--- config.mk ---
export PLATFORM = sky130hd
export DESIGN_NAME = reg_dump_reader
export DESIGN_NICKNAME = d
export VERILOG_FILES = /design/src/rtl/reg_dump_reader.sv
export SDC_FILE = /design/constraint.sdc
export NUM_CORES = 1
export LEC_CHECK = 0
export ABC_CLOCK_PERIOD_IN_PS = 1400
export CAP_MARGIN = 0
export CORE_MARGIN = 2
export CORE_UTILIZATION = 38
export DETAILED_ROUTE_END_ITERATION = 7
export GPL_TIMING_DRIVEN = 0
export HOLD_SLACK_MARGIN = 0.05
export PLACE_DENSITY = 0.75
export SYNTH_ARGS = -nofsm -noshare
export SYNTH_HDL_FRONTEND = slang
export SYNTH_SLANG_ARGS = --single-unit
--- constraint.sdc ---
create_clock -name Clock -period 1.4 [get_ports Clock]
set_clock_uncertainty 0.15 [all_clocks]
set_input_delay 0.21 -clock Clock [delete_from_list [all_inputs] [get_ports Clock]]
set_output_delay 0.21 -clock Clock [all_outputs]
set_load 0.005 [all_outputs]
--- src/rtl/reg_dump_reader.sv ---
// reg_dump_reader
//   Read-side companion to the CPU register bank. A Start pulse walks
//   register addresses 0..NUM_REGS-1 over the bank's combinational read port.
//   Each value is streamed out on a valid/ready handshake, tagged with its
//   index. Only the read port is used, so CPU writes keep going during a dump.
//
// Ports
//   Clock     in   system clock, rising edge
//   Reset     in   asynchronous, active-low reset
//   Start     in   pulse: begin a dump pass (ignored while Busy)
//   Abort     in   synchronous abort of the current pass (highest priority)
//   RdAddr    out  registered read address to the register bank
//   RdData    in   bank read data, combinational from RdAddr
//   OutValid  out  OutData/OutIndex valid
//   OutReady  in   consumer accepts the word when OutValid & OutReady
//   OutData   out  captured register value
//   OutIndex  out  register index of OutData
//   Busy      out  pass in progress
//   Done      out  one-cycle pulse after the last word is accepted
module reg_dump_reader #(
  parameter int DATA_W   = 16,
  parameter int NUM_REGS = 16,
  parameter int ADDR_W   = 4
) (
  input  logic              Clock,
  input  logic              Reset,
  input  logic              Start,
  input  logic              Abort,
  output logic [ADDR_W-1:0] RdAddr,
  input  logic [DATA_W-1:0] RdData,
  output logic              OutValid,
  input  logic              OutReady,
  output logic [DATA_W-1:0] OutData,
  output logic [ADDR_W-1:0] OutIndex,
  output logic              Busy,
  output logic              Done
);

  typedef enum logic [1:0] {
    IDLE,
    ISSUE,
    SEND
  } state_t;

  localparam logic [ADDR_W-1:0] LAST_IDX = ADDR_W'(NUM_REGS - 1);

  state_t            state_reg, state_next;
  // The walking index doubles as the registered read address: both are
  // loaded and advanced together, so one register serves both roles.
  logic [ADDR_W-1:0] idx_reg, idx_next;
  logic [DATA_W-1:0] out_data_reg, out_data_next;
  logic [ADDR_W-1:0] out_index_reg, out_index_next;
  logic              done_reg, done_next;

  always_ff @(posedge Clock or negedge Reset) begin
    if (!Reset) begin
      state_reg     <= IDLE;
      idx_reg       <= '0;
      out_data_reg  <= '0;
      out_index_reg <= '0;
      done_reg      <= 1'b0;
    end else begin
      state_reg     <= state_next;
      idx_reg       <= idx_next;
      out_data_reg  <= out_data_next;
      out_index_reg <= out_index_next;
      done_reg      <= done_next;
    end
  end

  always_comb begin
    state_next     = state_reg;
    idx_next       = idx_reg;
    out_data_next  = out_data_reg;
    out_index_next = out_index_reg;
    done_next      = 1'b0;

    // Abort wins over everything, including a same-cycle Start in IDLE.
    // Captured data/index are deliberately left untouched.
    if (Abort) begin
      state_next = IDLE;
    end else begin
      case (state_reg)
        IDLE: begin
          if (Start) begin
            idx_next   = '0;
            state_next = ISSUE;
          end
        end
        ISSUE: begin
          // RdAddr has been stable for this whole cycle; sampling here means
          // a CPU write landing on this same edge is not seen.
          out_data_next  = RdData;
          out_index_next = idx_reg;
          state_next     = SEND;
        end
        SEND: begin
          if (OutReady) begin
            if (idx_reg == LAST_IDX) begin
              done_next  = 1'b1;
              state_next = IDLE;
            end else begin
              idx_next   = idx_reg + 1'b1;
              state_next = ISSUE;
            end
          end
        end
        default: state_next = IDLE;
      endcase
    end
  end

  assign RdAddr   = idx_reg;
  assign OutData  = out_data_reg;
  assign OutIndex = out_index_reg;
  assign OutValid = (state_reg == SEND);
  assign Busy     = (state_reg != IDLE);
  assign Done     = done_reg;

endmodule

# After elaboration in Yosys (flattened, before gate mapping)
# Cells that the tools add are included.
# Widths: inputs -> output; s select.
# word_totals
elab_cells	34
output_inout_bits	27
in_bits	21
register_bits	27
# op_classes
addsub	1
muxes	13
reduce_logical	6
eq_ne	8
bitwise	1
# op_table
op	count
$mux 4	3
$pmux 4 s2	1
$mux 2	3
$pmux 2 s3	1
$mux 1	5
$reduce_and 5->1	1
$add 4x1->4 const B	1
$eq 4x4->1 const B	1
$ne 2x2->1 const B	2
$reduce_and 2->1	2
$reduce_bool 2->1	2
$ne 3x2->1 const B	1
$ne 3x3->1 const B	1
$eq 2x1->1 const B	1
$eq 2x2->1 const B	1
$logic_not 2->1	1
$ne 2x1->1 const B	1
$not 1->1	1

# Depth between registers and ports, before layout
# Gate-level depths: netlist of run 1.
# depth
word_depth	5
depth_mapped	4
depth_no_buf	4

# Worst setup path before layout of run 1
# Ideal clock, no wire load.
# synth_path
path_type	register to register
from	register state_reg[1]
to	register out_data_reg[0], in the netlist OutData[0]
arrival_ns	1.152
stages_incl_launch_ff	5
setup_time_ns	0.125
required_ns	1.125
path_buffers	1
slack_ns	-0.027
period_less_slack_ns	1.427
cell_sequence	dfrtp_1 nand2b_2 nor2_4 buf_6 mux2_4
# synth_via
elab_chain_len	2
# synth_lines
element	line	rtl
start: declaration	47	state_t state_reg, state_next;
start signal: assignment	63	state_reg <= state_next;
$eq 2x1->1	83	case (state_reg)
$reduce_and 2->1 (no source line)	n/a	
end signal: assignment	65	out_data_reg <= out_data_next;
end: declaration	51	logic [DATA_W-1:0] out_data_reg, out_data_next;
# Every way passes these cells.
# A chain may end at the register's enable or synchronous reset.

# Worst setup path after layout of run 1
# layout_path
from	register state_reg[0]
to	register out_data_reg[1], in the netlist OutData[1]
# The elaborated chain is that of the path after synthesis.

==> impl_results.md, run 1 <==
- Status: finished, violations left
- Failing checks: setup timing
- Slew margin rel.: 0.202
- Routed WL: 3.11 mm
- Vias: 952
- Inst Count DP: 169
- Fillers: 209
- Antenna Cells: 0
- Unrepaired setup endpoints after global routing: true
- Fmax: 0.606 GHz
- Total grt overflow: 0
- Reg clk slew, reported paths: 0.15 ns
- # IOs: 48
- PortBufs: 47
- HP Class: in2async
- Die footprint: 0.00360 mm2
- Crit path capture: OutData[1]
- CTS tree: yes
- TritonCTS sink count: 27
- PwrDens: 1020 mW/mm2
- CTS Root Buffer Type: clkbuf_4
- Worst Reg-to-Reg Cells: 7
- Initial antenna violation count: 0
- Worst-path cell chain: buf_6 -> buf_6 -> buf_6 -> nand2b_4 -> nor2_4 -> buf_12 -> mux2_4
- Num CTS Buffers: 3
- Die W: 60.0 um
- Max FFs per register: 16
- Overall power: 2.09 mW
- P_leak: 0.967 nW
- # rows: 20
- Global Route Usage Sum: 0.192
- Reg2Reg Setup Slack: -0.25 ns
- Worst path slowest cell: dfrtp_2
- Nets: 182
- Placer Congestion: 0.709
- Placed cell area: 0.00174 mm2
- Worst Setup SP: state_reg[0]
- DP HPWL: 1.83 mm
- Synthesized area: 0.00119 mm2
- Largest net degree at the start of global routing: 28
- Minimum period implied by the final worst setup slack: 1.65 ns
- Synthesized net count: 100
- Core ar.: 0.00303 mm2
- Cells after Synth: 78
- Yosys reg bits: 27
- Post-route insts no fill: 203
- Drt drc: 0
- Mean post-synth cell area: 15.3 um2
- Most used cell, CP: buf_6
- FF-to-FF Start: state_reg[0]
- Global-route wire length before repair: 4.97 mm
- Hold WS: 0.0460 ns
- DR iter-0 viols: 29
- RR Endpoint: OutData[1]
- Clk_lat worst skew: 0.33 ns
- Sequential-to-total area share from yosys stat: 0.567
- WP data required: 1.47 ns
- Vias in the first global route: 960
- Final core occ: 0.679
- Max Cap Violations: 0
- Worst Slack Setup Final: -0.251 ns
- Area grow syn2layout: 72.5%
- Max-slew violations: 0
- Max FO, Critical Path: 10
- Most common cell after layout, fill and taps aside: dfrtp_1
- ANT nets after route: 0
- VDD IR max: 0.000455 V
- CTS Buffer Depth: 2
- Netlist cell types: 25
- H-Tree Depth: 1
- Commonest non-fill, non-tap cells in the layout: 24 x dfrtp_1, 23 x buf_4, 20 x mux2_4, 20 x dlygate4sd2_1, 19 x clkdlybuf4s50_1
- Crit Path Class: reg2reg
- Wire per inst: 15.3 um
- Hold_buf cts: 0
- Setup Viol. Count Final: 26
- Vias per cell: 4.69
- Fin area: 0.00205 mm2
- Period Utilization, post-route: 1.18
- Worst Max-Slew Pin Slew: 1.20 ns
- CP Capture Type: flop
- Yosys synthesis warning count: 0
- Starting Density: 0.393
- Max incr delay on CP: 0.40 ns
- CP startpoint kind: flop
- Final number of hold-violating endpoints: 0
- Share of cells above drive strength 1: 0.459
- Setup TNS: -5.41 ns
- Worst slack, placed: -0.427 ns
- CP arrival: 1.72 ns
- Die Y: 60.0 um
- Initial DRT Pass Iterations: 4
-- worst min path at each step --
stage             endpoint  slack, ns
2_1_floorplan         Done      -0.24
3_3_place_gp   OutData[11]       0.34
3_5_place_dp    OutData[0]       0.34
4_1_cts         OutData[6]       0.12
5_1_grt         OutData[9]       0.15
6_report         RdAddr[3]       0.05
-- power breakdown --
part	switching, mW	leakage [nW]	internal, mW	total [mW]
registers	0.0691	0.336	0.920	0.989
clock network	0.228	0.0150	0.112	0.339
logic	0.232	0.617	0.531	0.763
-- cell type report --
type | count | area [um2] | share of cell area
Sequential cell | 27 | 679 | 0.331
Inverter | 4 | 15.0 | 0.00731
Clock buffer | 4 | 26.3 | 0.0128
Multi-Input combinational cell | 45 | 544 | 0.265
Timing Repair Buffer | 77 | 694 | 0.338
Buffer | 2 | 40.0 | 0.0195
Tap cell | 44 | 55.1 | 0.0268
-- per-layer routing --
metal,GRT usage,vias up,share of wire,wire length [um]
li1,-,446,-,-
met1,0.253,462,0.43,1340
met2,0.312,39,0.50,1550
met3,0.0260,5,0.050,156
met4,0.0857,0,0.019,60
met5,0,-,0,0
-- synth_stat cells --
cell	instances	share of area
dfrtp_1	27	0.57
o311a_2	1	0.0095
nand4_1	1	0.0053
o21ai_0	1	0.0042
nor2_4	1	0.0095
buf_6	2	0.019
and2b_1	1	0.0063
mux2_4	20	0.25
nand2b_2	1	0.0074
and2_1	1	0.0053
nand2b_1	2	0.011
inv_1	4	0.013
a21oi_1	3	0.013
o22ai_1	1	0.0053
and3_1	1	0.0053
mux2_2	1	0.0095
a31oi_1	2	0.011
nand3_1	1	0.0042
a311o_1	1	0.0084
nor4_1	1	0.0053
nor2_1	1	0.0031
mux2i_1	1	0.0084
ha_1	1	0.011
or2_2	1	0.0053
nand2_1	1	0.0031
-- what timing repair did --
action | 4_1_cts | 5_1_grt
endpoints found under the setup margin | 77 | 36
setup buffers | 28 | 2
gates resized for setup | 54 | 11
pin swaps | 7 | 2
-- critical path, delay by kind of cell, from the launching register on --
| kind | cells | cell delay [ns] |
|---|---|---|
| buffers and inverters | 4 | 0.46 |
| DFF | 1 | 0.40 |
| muxes | 1 | 0.31 |
| and+or+nand+nor | 2 | 0.22 |
-- logic make-up (layout without fill, tap and decap cells) --
kind of cell               after synthesis  after routing  synth area share
muxes                                   22             22             0.270
buffers and inverters                    6             87            0.0315
adders and majority gates                1              1            0.0105
and+or+nand+nor                         13             13            0.0704
AOI/OAI and AO/OA                        9              9            0.0504
DFF                                     27             27             0.567
Note: power is estimated with default switching activity, not from simulation.
==> inputs of run 2 (changes only) <==
--- a/config.mk
+++ b/config.mk
@@ -9,6 +9,7 @@
 export CAP_MARGIN = 0
 export CORE_MARGIN = 2
 export CORE_UTILIZATION = 38
+export CTS_CLUSTER_SIZE = 24
 export DETAILED_ROUTE_END_ITERATION = 7
 export GPL_TIMING_DRIVEN = 0
 export HOLD_SLACK_MARGIN = 0.05
==> results of run 2 <==
The final DEF is identical to that of run 1; final timing and power are the same.
==> inputs of run 3 (changes only) <==
--- a/config.mk
+++ b/config.mk
@@ -12,7 +12,6 @@
 export CTS_CLUSTER_SIZE = 24
 export DETAILED_ROUTE_END_ITERATION = 7
 export GPL_TIMING_DRIVEN = 0
-export HOLD_SLACK_MARGIN = 0.05
 export PLACE_DENSITY = 0.75
 export SYNTH_ARGS = -nofsm -noshare
 export SYNTH_HDL_FRONTEND = slang
==> results of run 3 <==
The final DEF is identical to that of run 1; final timing and power are the same.
